`config.mk`:
```
export PLATFORM = sky130hd
export DESIGN_NAME = eth_rx_frame_ctrl
export DESIGN_NICKNAME = d
export VERILOG_FILES = /design/src/rtl/eth_rx_frame_ctrl.sv
export SDC_FILE = /design/constraint.sdc
export NUM_CORES = 1
export LEC_CHECK = 0
export CORE_MARGIN = 1
export CORE_UTILIZATION = 60
export CTS_CLUSTER_SIZE = 8
export DETAILED_ROUTE_END_ITERATION = 10
export DONT_BUFFER_PORTS = 1
export GPL_ROUTABILITY_DRIVEN = 0
export PLACE_DENSITY = 0.85
export SYNTH_ARGS = -nofsm -noshare
export SYNTH_HDL_FRONTEND = slang
export SYNTH_SLANG_ARGS = --single-unit
```
`constraint.sdc`:
```
create_clock -name Clk -period 4.5 [get_ports Clk]
set_input_delay 0.45 -clock Clk [delete_from_list [all_inputs] [get_ports Clk]]
set_output_delay 0.45 -clock Clk [all_outputs]
set_load 0.05 [all_outputs]
```
`src/rtl/eth_rx_frame_ctrl.sv`:
```
// eth_rx_frame_ctrl
// RMII/MII receive frame controller. Finds preamble/SFD on the raw symbol
// stream, gates the external deserializer, holds back the last four bytes so
// the FCS never reaches the CRC engine, filters on DA/EtherType, checks
// length and CRC, and reports one status pulse per frame.
module eth_rx_frame_ctrl #(
  parameter int MII_WIDTH    = 2,
  parameter int PREAMBLE_MIN = 8,
  parameter int MIN_FRAME    = 64,
  parameter int MAX_FRAME    = 1518,
  parameter int CRC_LAT      = 2
) (
  input  logic                 Clk,
  input  logic                 Rst,
  input  logic [MII_WIDTH-1:0] Rxd,
  input  logic                 Crs_Dv,
  input  logic                 Byte_Rdy,
  input  logic [7:0]           Byte,
  input  logic [47:0]          Mac_Addr,
  input  logic                 Promisc,
  input  logic                 Type_Flt_En,
  input  logic [31:0]          Crc_Computed,
  output logic                 Rx_En,
  output logic                 Crc_Clr,
  output logic [7:0]           Crc_Byte,
  output logic                 Crc_Byte_Vld,
  output logic                 Frm_Done,
  output logic                 Frm_Good,
  output logic [3:0]           Frm_Status,
  output logic [15:0]          Frm_Len,
  output logic [15:0]          Eth_Type
);

  // Symbol patterns: preamble is 01 repeated; SFD is preamble with its MSB set
  localparam logic [MII_WIDTH-1:0] SYM_PRE = {(MII_WIDTH/2){2'b01}};
  localparam logic [MII_WIDTH-1:0] SYM_SFD = SYM_PRE | {1'b1, {(MII_WIDTH-1){1'b0}}};

  localparam logic [7:0]  PRE_SAT  = 8'(64 / MII_WIDTH);
  localparam logic [7:0]  PRE_MIN  = 8'(PREAMBLE_MIN);
  localparam logic [15:0] MIN_LEN  = 16'(MIN_FRAME);
  localparam logic [15:0] MAX_LEN  = 16'(MAX_FRAME);
  localparam logic [15:0] LEN_SAT  = 16'(MAX_FRAME + 1);
  localparam logic [7:0]  CRC_WAIT = 8'(CRC_LAT);
  localparam logic [7:0]  IPG_LAST = 8'(96 / MII_WIDTH - 1);

  localparam logic [2:0] ST_IDLE  = 3'd0;
  localparam logic [2:0] ST_PRE   = 3'd1;
  localparam logic [2:0] ST_DATA  = 3'd2;
  localparam logic [2:0] ST_CHECK = 3'd3;
  localparam logic [2:0] ST_IPG   = 3'd4;

  logic [2:0]      state;
  logic [7:0]      preCnt;
  logic            lowSeen;
  logic [7:0]      waitCnt;
  logic [7:0]      ipgCnt;

  // Delay line: dLine[0] is the oldest byte, dLine[3] the newest, so the
  // packed vector is directly the little-endian FCS once the frame ends.
  logic [3:0][7:0] dLine;
  logic [2:0]      fill;
  logic [15:0]     byteCnt;
  logic            daMatch;
  logic            daBcast;
  logic [15:0]     typeReg;

  logic            symPre;
  logic            symSfd;
  logic            sfdAccept;
  logic            byteAccept;
  logic [7:0]      macByte;
  logic            crcErr;
  logic            lenErr;
  logic            addrMiss;
  logic            typeMiss;
  logic [3:0]      status;

  // Symbol decode, frame acceptance and end-of-frame status evaluation
  always_comb begin
    symPre     = Crs_Dv && (Rxd == SYM_PRE);
    symSfd     = Crs_Dv && (Rxd == SYM_SFD);
    sfdAccept  = (state == ST_PRE) && symSfd && (preCnt >= PRE_MIN);
    byteAccept = (state == ST_DATA) && Byte_Rdy;

    crcErr   = (byteCnt < 16'd4) || (Crc_Computed != dLine);
    lenErr   = (byteCnt < MIN_LEN) || (byteCnt > MAX_LEN);
    addrMiss = !Promisc && !((byteCnt >= 16'd6) && (daMatch || daBcast));
    typeMiss = Type_Flt_En && (typeReg != 16'h0800) && (typeReg != 16'h0806);
    status   = {crcErr, lenErr, addrMiss, typeMiss};
  end

  // Local MAC byte expected at the current DA position (wire order MSB first)
  always_comb begin
    macByte = '0;
    case (byteCnt[2:0])
      3'd0:    macByte = Mac_Addr[47:40];
      3'd1:    macByte = Mac_Addr[39:32];
      3'd2:    macByte = Mac_Addr[31:24];
      3'd3:    macByte = Mac_Addr[23:16];
      3'd4:    macByte = Mac_Addr[15:8];
      3'd5:    macByte = Mac_Addr[7:0];
      default: macByte = '0;
    endcase
  end

  // Frame FSM: preamble hunt, data phase, CRC wait, status report, IPG
  always_ff @(posedge Clk) begin
    if (Rst) begin
      state      <= ST_IDLE;
      preCnt     <= '0;
      lowSeen    <= 1'b0;
      waitCnt    <= '0;
      ipgCnt     <= '0;
      Rx_En      <= 1'b0;
      Crc_Clr    <= 1'b0;
      Frm_Done   <= 1'b0;
      Frm_Good   <= 1'b0;
      Frm_Status <= '0;
      Frm_Len    <= '0;
      Eth_Type   <= '0;
    end else begin
      Crc_Clr  <= 1'b0;
      Frm_Done <= 1'b0;
      case (state)
        ST_IDLE: begin
          if (symPre) begin
            state  <= ST_PRE;
            preCnt <= 8'd1;
          end
        end
        ST_PRE: begin
          if (sfdAccept) begin
            state   <= ST_DATA;
            Rx_En   <= 1'b1;
            Crc_Clr <= 1'b1;
            lowSeen <= 1'b0;
          end else if (symPre) begin
            if (preCnt != PRE_SAT) preCnt <= preCnt + 8'd1;
          end else begin
            state <= ST_IDLE;
          end
        end
        ST_DATA: begin
          if (!Crs_Dv) begin
            if (lowSeen) begin
              state   <= ST_CHECK;
              Rx_En   <= 1'b0;
              waitCnt <= '0;
            end else begin
              lowSeen <= 1'b1;
            end
          end else begin
            lowSeen <= 1'b0;
          end
        end
        ST_CHECK: begin
          if (waitCnt == CRC_WAIT) begin
            Frm_Done   <= 1'b1;
            Frm_Good   <= ~|status;
            Frm_Status <= status;
            Frm_Len    <= byteCnt;
            Eth_Type   <= typeReg;
            ipgCnt     <= '0;
            state      <= ST_IPG;
          end else begin
            waitCnt <= waitCnt + 8'd1;
          end
        end
        ST_IPG: begin
          if (ipgCnt == IPG_LAST) state <= ST_IDLE;
          else                    ipgCnt <= ipgCnt + 8'd1;
        end
        default: state <= ST_IDLE;
      endcase
    end
  end

  // Byte datapath: 4-byte delay line, length count, DA and EtherType capture
  always_ff @(posedge Clk) begin
    if (Rst) begin
      dLine        <= '0;
      fill         <= '0;
      byteCnt      <= '0;
      daMatch      <= 1'b0;
      daBcast      <= 1'b0;
      typeReg      <= '0;
      Crc_Byte     <= '0;
      Crc_Byte_Vld <= 1'b0;
    end else begin
      Crc_Byte_Vld <= 1'b0;
      if (sfdAccept) begin
        dLine   <= '0;
        fill    <= '0;
        byteCnt <= '0;
        daMatch <= 1'b1;
        daBcast <= 1'b1;
        typeReg <= '0;
      end else if (byteAccept) begin
        dLine <= {Byte, dLine[3:1]};
        if (fill == 3'd4) begin
          Crc_Byte     <= dLine[0];
          Crc_Byte_Vld <= 1'b1;
        end else begin
          fill <= fill + 3'd1;
        end
        if (byteCnt != LEN_SAT) byteCnt <= byteCnt + 16'd1;
        if (byteCnt < 16'd6) begin
          if (Byte != macByte) daMatch <= 1'b0;
          if (Byte != 8'hFF)   daBcast <= 1'b0;
        end
        if (byteCnt == 16'd12) typeReg[15:8] <= Byte;
        if (byteCnt == 16'd13) typeReg[7:0]  <= Byte;
      end
    end
  end

endmodule

```
==> results of run 1 <==
## worst max-delay path by stage
stage | slack (ns) | start | end
6_report | 1.77 | byteCnt[2] | daMatch
4_1_cts | 1.83 | byteCnt[2] | daMatch
5_1_grt | 1.41 | byteCnt[2] | daMatch
2_1_floorplan | 2.24 | byteCnt[1] | daMatch
3_5_place_dp | 1.85 | preCnt[3] | fill[2]
3_3_place_gp | 1.96 | preCnt[3] | fill[2]
## cell usage after synthesis, types with 7 or more instances
cell type	number
buf_2	9
nor2_1	78
and3_1	7
nand2_1	180
nand4_1	17
ha_1	12
nand3_1	23
xor2_1	57
inv_1	14
o21ai_0	14
clkbuf_1	38
nor4_1	10
xnor2_1	9
a22oi_1	8
dfxtp_1	146
mux2i_1	21
a21oi_1	90
nor3_1	12
## state kept, by name (all words and copies together) (netlist names), 3 cells and up
name / count
byteCnt: 16
Eth_Type: 16
typeReg: 16
Crc_Byte: 8
state: 3
Frm_Len: 16
preCnt: 8
ipgCnt: 8
waitCnt: 8
fill: 3
dLine: 32
Frm_Status: 4
## worst register-to-register path, cell delays in order, from the launching register on
cell and delay [ns]:
dfxtp_1 0.84, inv_1 0.26, ha_1 0.44, a222oi_1 0.38
o21ai_0 0.12, nand2_1 0.13, xor2_1 0.17, nand3_1 0.10
o31ai_1 0.21
## power breakdown
| part | internal, mW | switching, mW | leakage [nW] |
|---|---|---|---|
| Combinational | 0.0233 | 0.0324 | 1.31 |
| Clock | 0.984 | 0.540 | 0.304 |
| Sequential | 1.29 | 0.00172 | 1.18 |
| Total | 2.30 | 0.574 | 2.79 |
## layout make-up
type,instances,share of cell area [%]
multi-input combinational,627,48.9
sequential,146,39.1
clock buffer,19,5.79
clock inverter,12,2.74
tap,140,2.34
inverter,14,0.703
timing repair buffer,4,0.402
## kinds of logic after synthesis
kind of cell,Yosys count
fa+ha+maj,12
xor+xnor,66
simple gates,374
compound gates,153
flops,146
mux,22
buf+inv,65
## layer usage
metal / global-route usage, % / vias up / part of all wire (%)
li1: - / 2822 / -
met1: 37.3 / 2818 / 42
met2: 49.7 / 261 / 48
met3: 7.47 / 31 / 8.0
met4: 10.4 / 0 / 2.0
met5: 0 / - / 0
==> summary.txt, run 1 <==
Status -> completed
Fillers -> 859
Area growth syn-to-layout -> 9.75%
Final Hold Fails -> 0
Worst Path Max Fanout -> 27
# hold bufs at CTS -> 0
CP startpoint kind -> register
Register-to-Register Path Depth -> 8
Resized cells post-CTS -> 0
Worst Path Buf+Inv -> 1
Die height -> 109 um
Yosys reg bits -> 146
Routed Wire Length -> 16.8 mm
Clk_skew -> 0.0138 ns
DP Area -> 0.00684 mm^2
Remaining routing DRC violations -> 0
Maximum vdd drop -> 0.276 mV
I/O pins -> 145
Final HPWL from detailed placement -> 11.8 mm
Sinks on Clock Net -> 146
Multiplexer share of the synthesized area -> 3.25%
Diodes inserted -> 0
Min Tclk post-route -> 2.73 ns
Synth Cell Area -> 0.00681 mm^2
Worst Hold Class -> in2reg
Fraction of layout cells with a size suffix above 1 -> 6.20%
Core outline area -> 0.0109 mm^2
Number of global-route vias before repair -> 5,592
Placed Cells -> 931
Area of the multi-input gates -> 0.00366 mm^2
Commonest non-fill, non-tap cell in the layout -> nand2_1
Overall global routing resource usage -> 29.8%
Asr flop ratio synth -> 0%
Worst r2r dst -> daMatch
Crit share post-route -> 60.7%
Hold Startpoint -> Rst
Synth warn -> 0
Critical path, cell by cell -> inv_1 > ha_1 > a222oi_1 > o21ai_0 > nand2_1 > xor2_1 > nand3_1 > o31ai_1
Area leader, netlist -> dfxtp_1
Vias/cell -> 6.17
Leakage Power -> 2.79 nW
Final Slew Violations -> 0
Initial antenna violation count -> 0
Clock transition at the registers of the reported paths -> 0.06 ns
PwrDens -> 385 mW/mm^2
Crit end category -> register
Worst hold slack -> 0.0997 ns
Cell count after synthesis -> 838
Clk root buf -> clkbuf_16
Longest Clk Path Bufs -> 2
Largest stage delay, worst path -> 0.84 ns
H-tree levels -> 4
Final setup margin -> 1.77 ns
Synth cell types -> 63
Endpoint, Worst Hold -> Crc_Byte[2]
Seq/Total Area, Yosys -> 42.9%
Initial DRC count -> 401
Unrepaired setup endpoints after global routing -> false
Initial Util -> 62.3%
Slew margin rel. -> 38.7%
Final cell count without fillers -> 962
Area contributors post-synth -> dfxtp_1 (43%), nand2_1 (9.9%), xor2_1 (7.3%), a21oi_1 (6.6%), nor2_1 (4.3%)
Clock Latency Late Sink -> 0.42 ns
Stages on worst setup path -> 8
Port bufs -> 0
Largest family of logic cells by synthesized area -> simple AND/OR/NAND/NOR gates
Final setup violation count -> 0
Drt pass-1 iters -> 5
Crit path DAT -> 3.06 ns
Synth Flop Type -> dfxtp_1
CTS Buf Count -> 17
Final Util -> 68.4%
Post-route cell area -> 0.00748 mm^2
Setup TNS Final -> 0 ns
Mapped Nets -> 946
Total power -> 2.87 mW
Syn_area_per_cell -> 8.13 um^2
Reg2Reg Setup Slack -> 1.77 ns
Worst endpoint required time -> 4.83 ns
CTS tree -> built
Die area -> 0.0118 mm^2
Area share of the largest cell type after synthesis -> 42.9%
Synth Area in Adders -> 2.20%
Hold Crit Depth -> 1
CP delay by family, top -> flip-flops
Row count -> 38
Critical path class -> reg2reg
Wire per inst -> 17.5 um
Most frequent cells in the layout -> nand2_1 (180), dfxtp_1 (146), a21oi_1 (90), nor2_1 (78), xor2_1 (57)
Max Freq -> 366 MHz
Die width -> 109 um
First-pass GRT wire length -> 27.2 mm
Register area -> 0.00292 mm^2
DP Worst Slack -> 1.85 ns
Worst R2R Start -> byteCnt[2]
Max capacitance violation total -> 0
Least-Margin Pin Slew -> 0.920 ns
Post-synth EDFFs -> 0
Number of routed nets with antenna violations -> 0
Largest net degree at the start of global routing -> 64
Final nets -> 918
Total number of vias -> 5,932
Compound-gate portion of the synthesized area -> 13.7%
Post-Synth Simple-Gate Area -> 25.7%
Grt ovf -> 0
CP max stage cell -> dfxtp_1
Xor and xnor area share after synthesis -> 8.49%
Post-CTS setup buffers -> 0
(Power assumes the default switching activity.)
==> run 2: changes to the inputs <==
==> constraint.sdc (replaced) <==
create_clock -name Clk -period 2.6 [get_ports Clk]
set_input_delay 0.26 -clock Clk [delete_from_list [all_inputs] [get_ports Clk]]
set_output_delay 0.26 -clock Clk [all_outputs]
set_load 0.05 [all_outputs]
==> run 2 against run 1 <==
Cell area is 2.1% higher. Critical path depth is 1 lower. First-iteration DRC count is 42% higher. Largest cell class unchanged. Largest power group unchanged.
==> summary.txt, run 2 (synthesized netlist as in run 1, its figures left out) <==
CP startpoint kind -> register
Resized cells post-CTS -> 0 (unchanged)
Least-Margin Pin Slew -> 0.712 ns (-0.207 ns)
Total number of vias -> 6,001 (+1.2%)
Grt ovf -> 0 (unchanged)
Maximum vdd drop -> 0.460 mV (+67%)
CTS tree -> built
Routed wl met3 -> 1.53 mm (+13%)
Unrepaired setup endpoints after global routing -> false
Clock transition at the registers of the reported paths -> 0.06 ns (about the same)
CP max stage cell -> dfxtp_1
Most frequent cells in the layout -> nand2_1 (180), dfxtp_1 (146), a21oi_1 (90), nor2_1 (78), xor2_1 (57)
Min Tclk post-route -> 2.46 ns (-0.273 ns)
Core outline area -> 0.0109 mm^2 (unchanged)
Max reg flops -> 32 (unchanged)
Row count -> 38 (unchanged)
Max Freq -> 407 MHz (+11%)
Crit path DAT -> 2.79 ns (-0.27 ns)
Max capacitance violation total -> 0 (unchanged)
I/O pins -> 145 (unchanged)
Vias/cell -> 6.14 (-0.39%)
Final HPWL from detailed placement -> 12.0 mm (+1.8%)
CP delay by family, top -> compound AO/OA/AOI/OAI gates
Worst Hold Class -> in2reg
Port bufs -> 0 (unchanged)
Area growth syn-to-layout -> 12.1%
Post-route cell area -> 0.00764 mm^2 (+2.1%)
Leakage Power -> 2.86 nW (+2.8%)
Final Util -> 69.8% (+1.5 points)
Number of global-route vias before repair -> 5,691 (+1.8%)
H-tree levels -> 4 (unchanged)
Critical path, cell by cell -> inv_1 > ha_1 > a222oi_1 > o21ai_0 > o31ai_1 > nand3_1 > o31ai_1
Wire per inst -> 17.8 um (+2.2%)
Largest net degree at the start of global routing -> 69 (+7.8%)
Total power -> 5.08 mW (+77%)
Top layer in use -> met4
Die height -> 109 um (unchanged)
DP Worst Slack -> 0.234 ns (-1.61 ns)
Longest Clk Path Bufs -> 2 (unchanged)
Status -> completed
DP Area -> 0.00688 mm^2 (+0.55%)
Metal2 WL -> 8.27 mm (+1.8%)
Diodes inserted -> 0 (unchanged)
Final Hold Fails -> 0 (unchanged)
Die width -> 109 um (unchanged)
Worst Path Max Fanout -> 16 (-41%)
First-pass GRT wire length -> 27.7 mm (+1.9%)
PwrDens -> 665 mW/mm^2 (+73%)
Commonest non-fill, non-tap cell in the layout -> nand2_1
Final nets -> 932 (+1.5%)
Most used cell, CP -> o31ai_1
Largest Register -> dLine
Drt pass-1 iters -> 7 (+2)
Sinks on Clock Net -> 146 (unchanged)
Final setup violation count -> 0 (unchanged)
Critical path class -> reg2reg
Initial Util -> 62.3% (unchanged)
Crit share post-route -> 94.6% (+34 points)
Metal-1 WL -> 7.22 mm (+3.5%)
Number of routed nets with antenna violations -> 0 (unchanged)
CTS Buf Count -> 17 (unchanged)
Clk_skew -> 0.00803 ns (-0.00578 ns)
Overall global routing resource usage -> 30.5% (+0.67 points)
Final setup margin -> 0.140 ns (-1.63 ns)
Largest stage delay, worst path -> 0.55 ns (-0.29 ns)
Die area -> 0.0118 mm^2 (unchanged)
Clock Latency Late Sink -> 0.42 ns (about the same)
Initial DRC count -> 569 (+42%)
Setup TNS Final -> 0 ns (unchanged)
Slew margin rel. -> 52.5% (+14 points)
Worst Path Buf+Inv -> 1 (unchanged)
Worst endpoint required time -> 2.93 ns (-1.90 ns)
Initial antenna violation count -> 0 (unchanged)
Remaining routing DRC violations -> 0 (unchanged)
Routed Wire Length -> 17.4 mm (+3.8%)
Fillers -> 862 (+0.35%)
Crit end category -> register
Clk root buf -> clkbuf_16
Final Slew Violations -> 0 (unchanged)
Fraction of layout cells with a size suffix above 1 -> 7.05% (+0.84 points)
-- run 2: final cells by class --
cell class              count  area, um^2  area share [%]
flip-flops and latches    146        2920            38.3
inverters                  14        52.6           0.688
repair buffers             18         168            2.20
well taps                 140         175            2.29
clock buffers              20         457            5.98
clock inverters            12         204            2.67
multi-input cells         627        3660            47.9
-- run 2: worst paths after layout --
kind              slack (ns)  cells after the start     endpoint       start
setup / recovery        0.14                      7      daMatch  byteCnt[1]
hold / removal          0.02                      2  typeReg[13]     Byte[5]
setup reg to reg        0.14                      7      daMatch  byteCnt[1]
hold reg to reg         0.48                      2      fill[1]     fill[1]
-- run 2: timing repair --
item	4_1_cts	5_1_grt
endpoints found under the hold margin	78	0
buffers inserted	0	0
hold buffers	9	0
setup endpoints to repair	0	1
-- run 2: power by group --
| group | leakage (nW) | switching (mW) | total [mW] | internal [mW] |
|---|---|---|---|---|
| sequential | 1.18 | 0.00261 | 2.24 | 2.24 |
| clock | 0.313 | 0.951 | 2.71 | 1.76 |
| combinational | 1.38 | 0.0777 | 0.129 | 0.0517 |
| total | 2.86 | 1.03 | 5.08 | 4.05 |
-- run 2: metrics by stage --
stage / cells / hold slack [ns]
floorplan: 838 / 0.396
global placement: 936 / 0.334
detailed placement: 936 / 0.335
CTS: 977 / 0.00314
global route: 977 / 0.00473
finish: 977 / 0.0169
-- run 2: routing by layer --
layer	track usage (%)	vias up
li1	-	2858
met1	38.6	2833
met2	48.6	272
met3	8.26	38
met4	13.2	0
met5	0	-
==> RTL edit: new RTL, settings of run 2 <==
Set the parameter `MII_WIDTH` to 3 (it was 2).
--- a/src/rtl/eth_rx_frame_ctrl.sv
+++ b/src/rtl/eth_rx_frame_ctrl.sv
@@ -4,7 +4,7 @@
 // the FCS never reaches the CRC engine, filters on DA/EtherType, checks
 // length and CRC, and reports one status pulse per frame.
 module eth_rx_frame_ctrl #(
-  parameter int MII_WIDTH    = 2,
+  parameter int MII_WIDTH    = 3,
   parameter int PREAMBLE_MIN = 8,
   parameter int MIN_FRAME    = 64,
   parameter int MAX_FRAME    = 1518,
Interface: changed (resized Rxd); port bits go from 145 to 146. The function was not compared with the original's and may differ.
==> RTL edit against run 2 <==
Worst hold slack better by 0.0067 ns; cell area is 2.8% lower; power is 6.5% lower; worst setup slack better by 0.13 ns; synthesized cell count is 5.0% lower; sequential cell count stayed put; sequential share of layout area is 1.1 points higher; first-iteration DRC count is 17% higher; area after synthesis is 2.1% lower; wire length is 3.1% lower; critical path type unchanged; largest cell class unchanged.
==> RTL edit: results (changes against run 2) <==
Parameter                              Value

Status
  Result of the run ... complete, no violations

Logic synthesis
  Leading post-synthesis cells by cell area ... sky130_fd_sc_hd__dfxtp_1, sky130_fd_sc_hd__nand2_1, sky130_fd_sc_hd__xor2_1
  Mapped Cells ... 796 (-5.0%)
  Count of different cell masters after synthesis ... 60 (-4.8%)
  Ranking of synthesized cells by instance count ... sky130_fd_sc_hd__nand2_1, sky130_fd_sc_hd__dfxtp_1, sky130_fd_sc_hd__nor2_1

Cells and area
  Number of clock buffers in the layout ... 19 (-5.0%)
  Number of filler instances in the final layout ... 813 (-5.7%)
  Non-clock inverter total of the final layout ... 16 (+2)
  Multi-input logic area ... 0.00349 sq mm (-4.4%)
  Number of nets in the layout ... 905 (-2.9%)
  Non-clock buffers, area share ... 2.66% (+0.47 points)
  FFs & Latches ... 146 (unchanged)
  Multi-input gate count ... 594 (-5.3%)
  Number of buffers outside the clock class in the layout ... 20 (+2)
  Layout cell share with drive strength beyond 1 ... 8.07% (+1.0 points)

Placement
  Post-detail-place hpwl ... 11.8 mm (-1.0%)
  Area after detailed placement ... 0.00674 sq mm (-2.0%)

Setup path
  Maximum fanout along the worst path ... 12 (-4)
  CP Data Arrival Time ... 2.82 ns (+0.03 ns)
  Worst r2r path cells ... 8 (+1)
  Slowest cell delay on critical path ... 0.48 ns (-0.07 ns)

Global route
  Pin count of the biggest net entering global routing ... 60 (-13%)
  Total Routing Usage GR ... 30.0% (-0.51 points)
  Via count of the first global-routing pass ... 5435 (-4.5%)
  Met1 Use GR ... 37.4% (-1.2 points)
  Met2 usage in global routing ... 50.8% (+2.2 points)
  Global-route wire length before repair ... 26.7 mm (-3.6%)
  Met3 Track Usage GR ... 7.51% (-0.75 points)

CTS
  Clock network latency to the later pin of the worst-skew pair ... 0.54 ns (+0.12 ns)
  Buffer cell driving the clock tree root ... sky130_fd_sc_hd__clkbuf_8

Detailed routing
  Routed wire length per instance ... 17.9 um (+0.16%)
  Average via count per standard cell ... 6.03 (-1.8%)
  Number of DRC violations after detailed-routing iteration 0 ... 668 (+17%)
  1st-pass router iterations ... 5 (-2)
  Total vias in the final route ... 5700 (-5.0%)

Hold path
  Hold Startpoint ... Byte[6]
  Capture endpoint of the worst hold path ... daMatch
  Min-Delay Path Depth ... 3 (+1)

Pwr
  Leakage Power ... 2.84 nW (-0.91%)
  Power Dens Cells ... 640 mW/mm^2 (-3.7%)

Timing
  Worst hold-check slack ... 0.0236 ns (+0.00674 ns)
  Setup Skew ... 0.00685 ns (-0.00118 ns)
  Worst rel slew slack ... 44.0% (-8.5 points)
RTL edit: cell count changes after synthesis, sizes merged, moves of 7 or more:
cell	before	now
clkbuf	38	25
nor2	79	87
nor3	13	6
mux2	1	10
nand3	23	10
a22oi	8	1
RTL edit: cell families after synthesis:
group	synth area share, %
compound gates	12.1
xor+xnor	9.46
fa+ha+maj	2.44
buf+inv	3.85
flops	43.8
mux	4.24
simple gates	24.1
RTL edit: power by group:
part / switching (mW) / leakage (nW) / internal [mW]
clock network: 0.912 / 0.275 / 1.47
logic: 0.0734 / 1.39 / 0.0561
registers: 0.00306 / 1.18 / 2.24
RTL edit: per-layer routing:
metal	up-vias	part of all wire, %
met1	2708	41
met4	0	1.5
met5	-	0
li1	2705	-
met3	28	7.9
met2	259	50
RTL edit: what timing repair did:
item,4_1_cts,5_1_grt
gates resized for setup,0,1
hold buffers,10,0
hold endpoints to repair,82,0
setup endpoints to repair,0,1
buffers inserted,0,0
